==> config.mk <==
export PLATFORM = sky130hd
export DESIGN_NAME = mem_bist_ctrl
export DESIGN_NICKNAME = d
export VERILOG_FILES = /design/src/rtl/mem_bist_pkg.sv /design/src/rtl/mem_bist_checker.sv /design/src/rtl/mem_bist_ctrl.sv
export SDC_FILE = /design/constraint.sdc
export NUM_CORES = 1
export LEC_CHECK = 0
export BUFFER_PORTS_ARGS = -buffer_cell sky130_fd_sc_hd__buf_2
export CAP_MARGIN = 20
export CORE_UTILIZATION = 45
export DETAILED_ROUTE_END_ITERATION = 8
export GPL_TIMING_DRIVEN = 0
export PLACE_DENSITY_LB_ADDON = 0.25
export SYNTH_ARGS = -nofsm -noshare
export SYNTH_HDL_FRONTEND = slang
export SYNTH_SLANG_ARGS = --single-unit
export TNS_END_PERCENT = 1
==> constraint.sdc <==
create_clock -name clk -period 2.8 [get_ports clk]
set_input_delay 0.84 -clock clk [delete_from_list [all_inputs] [get_ports clk]]
set_output_delay 0.84 -clock clk [all_outputs]
set_load 0.03 [all_outputs]
==> src/rtl/mem_bist_pkg.sv <==
// Shared types and helpers for the memory BIST controller: FSM states, march phases
// and the expected-data function used by both the write path and the checker.
package mem_bist_pkg;

  typedef enum logic [2:0] {
    StIdle,
    StWrA,
    StRdA,
    StWrB,
    StRdB,
    StFlush,
    StDone
  } state_e;

  typedef enum logic {
    PH_A = 1'b0,
    PH_B = 1'b1
  } phase_e;

  localparam logic [31:0] DefPattern = 32'hA5A5_5A5A;

  // Address folded into the pattern so that aliased locations read back wrong data.
  function automatic logic [63:0] expected(input logic [63:0] pattern,
                                           input logic [31:0] addr,
                                           input phase_e      phase);
    logic [63:0] a;
    a = pattern ^ {32'h0, addr};
    return (phase == PH_B) ? ~a : a;
  endfunction

endpackage

==> src/rtl/mem_bist_checker.sv <==
// Read-response checker: pending-tag register, comparator against the expected pattern,
// and first-failure capture.
module mem_bist_checker
  import mem_bist_pkg::*;
#(
  parameter int unsigned       DATA_W  = 32,
  parameter int unsigned       ADDR_W  = 4,
  parameter logic [DATA_W-1:0] PATTERN = DATA_W'(DefPattern)
) (
  input  logic              clk,
  input  logic              rst,
  input  logic              clear_i,
  input  logic              capture_en_i,
  input  logic              issue_i,
  input  logic [ADDR_W-1:0] issue_addr_i,
  input  phase_e            issue_phase_i,
  input  logic [DATA_W-1:0] mem_data_out_i,
  input  logic              mem_valid_out_i,
  output logic              mismatch_o,
  output logic [ADDR_W-1:0] fail_addr_o,
  output phase_e            fail_phase_o,
  output logic [DATA_W-1:0] fail_data_o
);

  logic              pend_q;
  logic [ADDR_W-1:0] pend_addr_q;
  phase_e            pend_phase_q;
  logic [DATA_W-1:0] exp_data;

  // Tag trails the presented read by one cycle, lining up with the memory's response.
  always_ff @(posedge clk or negedge rst) begin
    if (!rst) begin
      pend_q       <= 1'b0;
      pend_addr_q  <= '0;
      pend_phase_q <= PH_A;
    end else if (clear_i) begin
      pend_q       <= 1'b0;
      pend_addr_q  <= '0;
      pend_phase_q <= PH_A;
    end else begin
      pend_q       <= issue_i;
      pend_addr_q  <= issue_addr_i;
      pend_phase_q <= issue_phase_i;
    end
  end

  assign exp_data   = DATA_W'(expected(64'(PATTERN), 32'(pend_addr_q), pend_phase_q));
  assign mismatch_o = pend_q && (!mem_valid_out_i || (mem_data_out_i != exp_data));

  always_ff @(posedge clk or negedge rst) begin
    if (!rst) begin
      fail_addr_o  <= '0;
      fail_phase_o <= PH_A;
      fail_data_o  <= '0;
    end else if (clear_i) begin
      fail_addr_o  <= '0;
      fail_phase_o <= PH_A;
      fail_data_o  <= '0;
    end else if (capture_en_i && mismatch_o) begin
      fail_addr_o  <= pend_addr_q;
      fail_phase_o <= pend_phase_q;
      fail_data_o  <= mem_data_out_i;
    end
  end

endmodule

==> src/rtl/mem_bist_ctrl.sv <==
// March-test initiator for the synchronous memory: write A, read A, write ~A, read ~A,
// reporting pass/fail and the first failing address, phase and data.
module mem_bist_ctrl
  import mem_bist_pkg::*;
#(
  parameter int unsigned       DATA_W  = 32,
  parameter int unsigned       ADDR_W  = 4,
  parameter logic [DATA_W-1:0] PATTERN = DATA_W'(DefPattern)
) (
  input  logic              clk,
  input  logic              rst,
  input  logic              start_i,
  output logic              mem_enable_o,
  output logic              mem_read_write_o,
  output logic [ADDR_W-1:0] mem_address_o,
  output logic [DATA_W-1:0] mem_data_in_o,
  input  logic [DATA_W-1:0] mem_data_out_i,
  input  logic              mem_valid_out_i,
  output logic              busy_o,
  output logic              done_o,
  output logic              pass_o,
  output logic [ADDR_W-1:0] fail_addr_o,
  output logic              fail_phase_o,
  output logic [DATA_W-1:0] fail_data_o
);

  localparam logic [ADDR_W-1:0] LastAddr = '1;

  state_e            state_q, state_d;
  logic [ADDR_W-1:0] addr_q, addr_d;
  logic              en_q, en_d;
  logic              rw_q, rw_d;
  logic [DATA_W-1:0] wdata_q, wdata_d;
  logic              busy_q, busy_d;
  logic              done_q, done_d;
  logic              pass_q, pass_d;
  logic              test_start;
  logic              mismatch;
  phase_e            fail_phase;

  always_comb begin
    state_d    = state_q;
    addr_d     = addr_q;
    busy_d     = busy_q;
    done_d     = done_q;
    pass_d     = pass_q;
    test_start = 1'b0;
    unique case (state_q)
      StIdle, StDone: begin
        if (start_i) begin
          state_d    = StWrA;
          addr_d     = '0;
          busy_d     = 1'b1;
          done_d     = 1'b0;
          pass_d     = 1'b0;
          test_start = 1'b1;
        end
      end
      StWrA, StRdA, StWrB, StRdB: begin
        if (mismatch) begin
          state_d = StDone;
          addr_d  = '0;
          busy_d  = 1'b0;
          done_d  = 1'b1;
          pass_d  = 1'b0;
        end else if (addr_q == LastAddr) begin
          addr_d = '0;
          unique case (state_q)
            StWrA:   state_d = StRdA;
            StRdA:   state_d = StWrB;
            StWrB:   state_d = StRdB;
            default: state_d = StFlush;
          endcase
        end else begin
          addr_d = addr_q + ADDR_W'(1);
        end
      end
      StFlush: begin
        // Last read-B response is checked here.
        state_d = StDone;
        busy_d  = 1'b0;
        done_d  = 1'b1;
        pass_d  = !mismatch;
      end
      default: state_d = StIdle;
    endcase
  end

  // Memory command is registered from the next state so the op lands the cycle it is named for.
  always_comb begin
    en_d    = 1'b0;
    rw_d    = 1'b0;
    wdata_d = '0;
    unique case (state_d)
      StWrA: begin
        en_d    = 1'b1;
        rw_d    = 1'b1;
        wdata_d = DATA_W'(expected(64'(PATTERN), 32'(addr_d), PH_A));
      end
      StWrB: begin
        en_d    = 1'b1;
        rw_d    = 1'b1;
        wdata_d = DATA_W'(expected(64'(PATTERN), 32'(addr_d), PH_B));
      end
      StRdA, StRdB: en_d = 1'b1;
      default: ;
    endcase
  end

  always_ff @(posedge clk or negedge rst) begin
    if (!rst) begin
      state_q <= StIdle;
      addr_q  <= '0;
      en_q    <= 1'b0;
      rw_q    <= 1'b0;
      wdata_q <= '0;
      busy_q  <= 1'b0;
      done_q  <= 1'b0;
      pass_q  <= 1'b0;
    end else begin
      state_q <= state_d;
      addr_q  <= addr_d;
      en_q    <= en_d;
      rw_q    <= rw_d;
      wdata_q <= wdata_d;
      busy_q  <= busy_d;
      done_q  <= done_d;
      pass_q  <= pass_d;
    end
  end

  mem_bist_checker #(
    .DATA_W  (DATA_W),
    .ADDR_W  (ADDR_W),
    .PATTERN (PATTERN)
  ) u_checker (
    .clk             (clk),
    .rst             (rst),
    .clear_i         (test_start),
    .capture_en_i    (busy_q),
    .issue_i         (en_q && !rw_q),
    .issue_addr_i    (addr_q),
    .issue_phase_i   ((state_q == StRdB) ? PH_B : PH_A),
    .mem_data_out_i  (mem_data_out_i),
    .mem_valid_out_i (mem_valid_out_i),
    .mismatch_o      (mismatch),
    .fail_addr_o     (fail_addr_o),
    .fail_phase_o    (fail_phase),
    .fail_data_o     (fail_data_o)
  );

  assign fail_phase_o     = fail_phase;
  assign mem_enable_o     = en_q;
  assign mem_read_write_o = rw_q;
  assign mem_address_o    = addr_q;
  assign mem_data_in_o    = wdata_q;
  assign busy_o           = busy_q;
  assign done_o           = done_q;
  assign pass_o           = pass_q;

endmodule

==> results of run 1 <==
[registers in the layout, summed over array words and instances, names as in the netlist]
register / flops
u_checker.fail_data_o: 32
mem_data_in_o: 6
mem_address_o: 4
u_checker.fail_addr_o: 4
u_checker.pend_addr_q: 4
state_q: 3
busy_o: 1
done_o: 1
mem_enable_o: 1
mem_read_write_o: 1
pass_o: 1
u_checker.fail_phase_o: 1
u_checker.pend_phase_q: 1
u_checker.pend_q: 1
[metal layers]
metal | track usage, % | wire length (um)
met1 | 26.6 | 3360
met2 | 32.6 | 3410
met3 | 4.43 | 280
met4 | 7.88 | 116
met5 | 0 | 0
[cell type report]
| cell class | count | share of cell area [%] |
|---|---|---|
| Timing Repair Buffer | 114 | 14.3 |
| Clock buffer | 12 | 3.78 |
| Tap cell | 96 | 2.93 |
| Buffer | 42 | 7.23 |
| Clock inverter | 4 | 1.71 |
| Multi-Input combinational cell | 189 | 32.1 |
| Inverter | 8 | 0.732 |
| Sequential cell | 61 | 37.2 |
[final timing paths]
kind                                                         to  slack, ns  cells after the start
min reg2reg                          u_checker.pend_q$_DFF_PN0_       0.42                      1
min in group asynchronous  u_checker.fail_data_o[0]$_DFFE_PN0P_       0.54                      1
min                                  u_checker.pend_q$_DFF_PN0_       0.42                      1
max                        u_checker.fail_data_o[2]$_DFFE_PN0P_       0.13                     10
max in group asynchronous           mem_data_in_o[30]$_DFF_PN0_       1.66                      2
max reg2reg                u_checker.fail_data_o[2]$_DFFE_PN0P_       0.31                     10
[metrics by stage]
stage,setup slack [ns],hold WS [ns],power (uW)
3_3_place_gp,-0.272,0.419,4110
4_1_cts,0.0505,0.427,5060
6_report,0.132,0.423,5030
3_5_place_dp,-0.300,0.419,4170
2_1_floorplan,0.145,0.510,3470
5_1_grt,0.00467,0.435,5350
[power groups by stage]
stage / Combinational [uW] / Clock (uW) / Sequential (uW)
2_1_floorplan: 1520 / 0 / 1950
3_3_place_gp: 2680 / 0 / 1430
3_5_place_dp: 2720 / 0 / 1450
4_1_cts: 2730 / 898 / 1430
5_1_grt: 2930 / 944 / 1470
6_report: 2710 / 884 / 1430
[Yosys cell counts, types with 2 or more instances]
master      n
buf_6       5
nand4bb_1   2
mux2i_1    41
a22o_1      2
nor3b_1     2
buf_4      27
nor4bb_1    4
nand3_1     2
o21ai_0     2
nand3b_1    2
inv_1       8
o21ai_1     5
nor2b_1     6
nand2b_1    2
clkbuf_1   10
dfrtp_1    61
o21bai_1    2
nand2_1     9
and3_1      4
nand4b_1    4
a21oi_1     9
nor4_1      3
xnor2_1     6
o31a_1      2
a21o_1      3
nor2_1     45
nor3_1      5
xor2_1      3
a211oi_1    2
o22ai_1     2
o211ai_1    2
nor4_2      2
[cells by family (layout without fill, tap and decap cells)]
logic type                 after synthesis  after routing
adders and majority gates                1              1
muxes                                   42             42
and+or+nand+nor                         99             99
AOI/OAI and AO/OA                       38             38
buffers and inverters                   50            180
xor gates and xnor gates                 9              9
DFF                                     61             61
[what timing repair did]
action / 4_1_cts / 5_1_grt
gates resized for setup: 0 / 1
endpoints found under the setup margin: 0 / 33
hold buffers: 0 / 0
==> flow_summary.json, run 1 <==
{
  "p_int_uw": 2750,
  "synth-async-reset-ratio_pct": 100,
  "synth.distinct_cells": 48,
  "synth_top_cell_by_area": "dfrtp_1",
  "cts_sinks": 61,
  "rows": 30,
  "synth-simple-area-share_pct": 17.1,
  "setup_tns_ns": 0,
  "path_cells": "buf_2 > or3b_1 > nor4_4 > o22ai_1 > o31a_1 > and2_1 > buf_6 > buf_6 > mux2i_1 > nor2_1",
  "die_w_um": 85.8,
  "dp_hpwl_um": 5310,
  "drt_drc_violations_left": 0,
  "rsz0062_at_grt": "false",
  "grt_pass1_vias": 2311,
  "cp.buffers_inverters": 3,
  "fp.coreArea_mm2": 0.00679,
  "critical_path.max_fanout": 10,
  "grt.overflow.total": 0,
  "multiInputGateArea_mm2": 0.00132,
  "num-nets-final": 462,
  "vias_per_cell": 4.97,
  "drtIter0Drc": 120,
  "finalMaxSlewViolations": 0,
  "status": "completed",
  "final_common_cell": "buf_2",
  "area_growth_pct": 29.7,
  "layout_common_cells": "113 x buf_2, 61 x dfrtp_1, 45 x nor2_1",
  "grtUsageTotal_pct": 20.1,
  "max_stage_delay_ns": 0.42,
  "clk_latency_ns": 0.34,
  "yosys.area_share.xor_xnor_pct": 2.49,
  "cts_setup_buffers": 0,
  "crit_path_end_kind": "register",
  "max_slew_margin_pct": 54.0,
  "cts_buffers": 9,
  "antenna_found_initial": 0,
  "start_kind": "input pin",
  "die_area_mm2": 0.00737,
  "synth_cells": 300,
  "pwr-share-clk_pct": 17.6,
  "worst-setup-path-type": "input pin to register",
  "utilization_pct": 60.4,
  "synth_edf_count": 0,
  "setup_viol": 0,
  "hold_path.class": "register to register",
  "numPortBuffers": 113,
  "synth-adder-area-share_pct": 0.396,
  "power_frac_seq_pct": 28.5,
  "grt_pass1_wl_um": 11300,
  "ys_seq_area_share_pct": 48.3,
  "min_period_ns": 2.67,
  "place_congestion": 0.827,
  "final-hold-violation-count": 0,
  "drive_gt1_share_pct": 38.4,
  "syn-num-nets": 337,
  "maxCapViolCount": 0,
  "design_area_mm2": 0.00410,
  "synth.area.top_cells": "dfrtp_1 48%, mux2i_1 13%, buf_4 6.4%",
  "max_freq_ghz": 0.375,
  "place_inst": 510,
  "fin_cells": 526,
  "cellPowerDensity_mw_per_mm2": 1230,
  "p_comb_share_pct": 53.9,
  "grt_start_max_net_pins": 33,
  "power_leakage_uw": 0.00215,
  "ios": 114,
  "start_util_pct": 46.6,
  "synth_top_family_by_area": "simple AND/OR/NAND/NOR gates",
  "crit_family": "simple AND/OR/NAND/NOR gates",
  "cts_tree": "done",
  "cp-startpoint": "mem_data_out_i[15]",
  "htreeDepth": 3,
  "clk_pin_slew_ns": 0.07,
  "ir_worst_vdd_mv": 0.576,
  "cp_slowest_cell": "or3b_1",
  "p_sw_share_pct": 45.3,
  "ys_warn_count": 0,
  "synth_mux_area_share_pct": 13.3,
  "dr.pass1.iters": 4,
  "synth_compound_area_share_pct": 8.11,
  "dieHeight_um": 85.8,
  "regArea_mm2": 0.00153,
  "worst_slew_pin_slew_ns": 0.690,
  "worst_clock_skew_ns": 0.00836,
  "ys_ff_latch": 61,
  "worst_path_most_repeated_cell": "buf_6",
  "cts_buffer_depth": 2,
  "rr_startpoint": "u_checker.pend_phase_q$_DFF_PN0_",
  "routed_wl_um": 7160,
  "critPathRequiredTime_ns": 3.02,
  "vias": 2616,
  "synth-main-ff-cell": "dfrtp_1",
  "fin_crit_sh_pct": 95.3,
  "syn_area_per_cell_um2": 10.5,
  "crit_arrival_ns": 2.88,
  "wl_per_cell_um": 13.6,
  "place_area_mm2": 0.00387,
  "cts-root-buf": "clkbuf_8",
  "antenna_left": 0,
  "yosys.area.top_type_share_pct": 48.3,
  "hp-start": "mem_read_write_o$_DFF_PN0_",
  "n_fill_cell": 600,
  "switching_power_uw": 2280,
  "diodes": 0,
  "syn_area_mm2": 0.00316
}
No activity file was read; power rests on OpenSTA's default activity.
==> run 2, diff against run 1 <==
- ABC_AREA: not set -> 1
- CORE_ASPECT_RATIO: not set -> 0.7
==> flow_summary.json, run 2 <==
{
  "power_leakage_uw": 0.00237,
  "vias": 2860,
  "critPathRequiredTime_ns": 1.96,
  "hold_buffers": 0,
  "synth-async-reset-ratio_pct": 100,
  "cts_buffer_depth": 2,
  "synth-adder-area-share_pct": 0.397,
  "synth.area.top_cells": "dfrtp_1 48%, inv_1 9.9%, nand2_1 8.3%",
  "area_growth_pct": 29.5,
  "wl_per_cell_um": 12.3,
  "status": "completed",
  "ys_ff_latch": 61,
  "layout_common_cells": "120 x buf_2, 83 x inv_1, 70 x nand2_1",
  "vias_per_cell": 4.65,
  "synth_compound_area_share_pct": 10.1,
  "grt_pass1_wl_um": 12200,
  "synth_top_family_by_area": "simple AND/OR/NAND/NOR gates",
  "syn_area_per_cell_um2": 8.06,
  "numPortBuffers": 113,
  "htreeDepth": 3,
  "drtIter0Drc": 129,
  "dp_hpwl_um": 5720,
  "p_comb_share_pct": 53.9,
  "cts_tree": "done",
  "cts_setup_buffers": 0,
  "worst_slew_pin_slew_ns": 0.679,
  "setup_tns_ns": 0,
  "synth-main-ff-cell": "dfrtp_1",
  "ys_warn_count": 0,
  "synth-simple-area-share_pct": 22.9,
  "grtUsageTotal_pct": 22.0,
  "p_int_uw": 2590,
  "drive_gt1_share_pct": 35.5,
  "diodes": 0,
  "regMostFlops": "u_checker.fail_data_o",
  "yosys.area_share.xor_xnor_pct": 0.278,
  "utilization_pct": 60.4,
  "clk_pin_slew_ns": 0.07,
  "finalMaxSlewViolations": 0,
  "max_slew_margin_pct": 54.7,
  "syn_area_mm2": 0.00315,
  "cts_buffers": 9,
  "synth_mux_area_share_pct": 0,
  "start_util_pct": 46.6,
  "maxCapViolCount": 0,
  "die_area_mm2": 0.00735,
  "worst_clock_skew_ns": 0.00806,
  "yosys.area.top_type_share_pct": 48.4,
  "grt_start_max_net_pins": 34,
  "grt_pass1_vias": 2605,
  "final_common_cell": "buf_2",
  "clk_latency_ns": 0.34,
  "setup_viol": 0,
  "p_sw_share_pct": 48.1,
  "hold_path.class": "register to register",
  "critical_path.max_fanout": 14,
  "final-hold-violation-count": 0,
  "crit_arrival_ns": 1.28,
  "power_frac_seq_pct": 28.3,
  "place_congestion": 0.858,
  "max_freq_ghz": 0.472,
  "start_kind": "register",
  "fin_crit_sh_pct": 75.7,
  "cts_resized": 0,
  "ir_worst_vdd_mv": 0.583,
  "synth_edf_count": 0,
  "dieHeight_um": 72.0,
  "cellPowerDensity_mw_per_mm2": 1230,
  "drt_drc_violations_left": 0,
  "largest_reg_flops": 32,
  "cts_sinks": 61,
  "rsz0062_at_grt": "false",
  "synth_common_cells": "83 x inv_1, 70 x nand2_1, 61 x dfrtp_1",
  "synth_most_common_cell": "inv_1",
  "worst-setup-path-type": "register to primary output",
  "routed_wl_um": 7550,
  "grt.overflow.total": 0,
  "cts-root-buf": "clkbuf_8",
  "ios": 114,
  "syn-num-nets": 428,
  "ys_seq_area_share_pct": 48.4,
  "pwr-share-clk_pct": 17.8,
  "antenna_left": 0,
  "num-nets-final": 553,
  "dr.pass1.iters": 5,
  "die_w_um": 102,
  "crit_path_end_kind": "primary output",
  "synth.distinct_cells": 28,
  "rows": 25,
  "antenna_found_initial": 0,
  "fp.coreArea_mm2": 0.00676,
  "min_period_ns": 2.12,
  "synth_cells": 391,
  "switching_power_uw": 2410,
  "synth_top_cell_by_area": "dfrtp_1"
}
[run 2: path summary, 6_finish.rpt]
check | start | to | slack [ns] | cells past startpoint
min | state_q[0]$_DFF_PN0_ | u_checker.pend_phase_q$_DFF_PN0_ | 0.49 | 1
min in group asynchronous | rst | u_checker.fail_data_o[20]$_DFFE_PN0P_ | 0.53 | 1
max reg2reg | u_checker.pend_phase_q$_DFF_PN0_ | mem_data_in_o[0]$_DFF_PN0_ | 0.74 | 12
min reg2reg | state_q[0]$_DFF_PN0_ | u_checker.pend_phase_q$_DFF_PN0_ | 0.49 | 1
max in group asynchronous | rst | u_checker.fail_data_o[10]$_DFFE_PN0P_ | 1.65 | 2
max | mem_data_in_o[30]$_DFF_PN0_ | mem_data_in_o[28] | 0.68 | 2
[run 2: stage by stage]
| stage | cell area (um^2) | setup WS [ns] | hold WS (ns) | instances | total power [uW] |
|---|---|---|---|---|---|
| global placement | 3830 | 0.394 | 0.463 | 598 | 4060 |
| global route | 4080 | 0.516 | 0.504 | 615 | 5340 |
| finish | 4080 | 0.679 | 0.489 | 615 | 5000 |
| detailed placement | 3850 | 0.384 | 0.481 | 599 | 4120 |
| floorplan | 3150 | 0.768 | 0.443 | 391 | 3390 |
| CTS | 4080 | 0.647 | 0.491 | 615 | 5030 |
[run 2: cells by family (layout without fill, tap and decap cells)]
kind of cell | after synthesis | in the layout
DFF | 61 | 61
AOI/OAI and AO/OA | 54 | 54
adders and majority gates | 1 | 1
buffers and inverters | 120 | 250
xor gates and xnor gates | 1 | 1
and+or+nand+nor | 154 | 154
[run 2: power groups by stage]
stage	logic [uW]	registers, uW	clock network, uW
after floorplan	1490	1900	0
after global placement	2640	1410	0
after detailed placement	2690	1430	0
after CTS	2710	1410	910
after global routing	2940	1460	949
final	2690	1410	892
[run 2: area by class of cell]
class / count / area (um^2)
Buffer: 36 / 249
Fill cell: 636 / 2680
Multi-Input combinational cell: 210 / 1060
Inverter: 84 / 315
Tap cell: 94 / 118
Clock inverter: 4 / 70.1
Clock buffer: 12 / 155
Timing Repair Buffer: 114 / 586
Sequential cell: 61 / 1530
[run 2: worst max-delay path: stages (launching register included)]
cell	delay, ns
dfrtp_1	0.58
buf_4	0.18
buf_2	0.18
[run 2: metal layers]
metal / share of wire (%) / global-route usage [%] / up-vias
met2: 45 / 33.9 / 77
met4: 0.68 / 5.24 / 0
met5: 0 / 0 / -
met1: 48 / 29.8 / 1334
met3: 5.6 / 7.71 / 7
li1: - / - / 1442
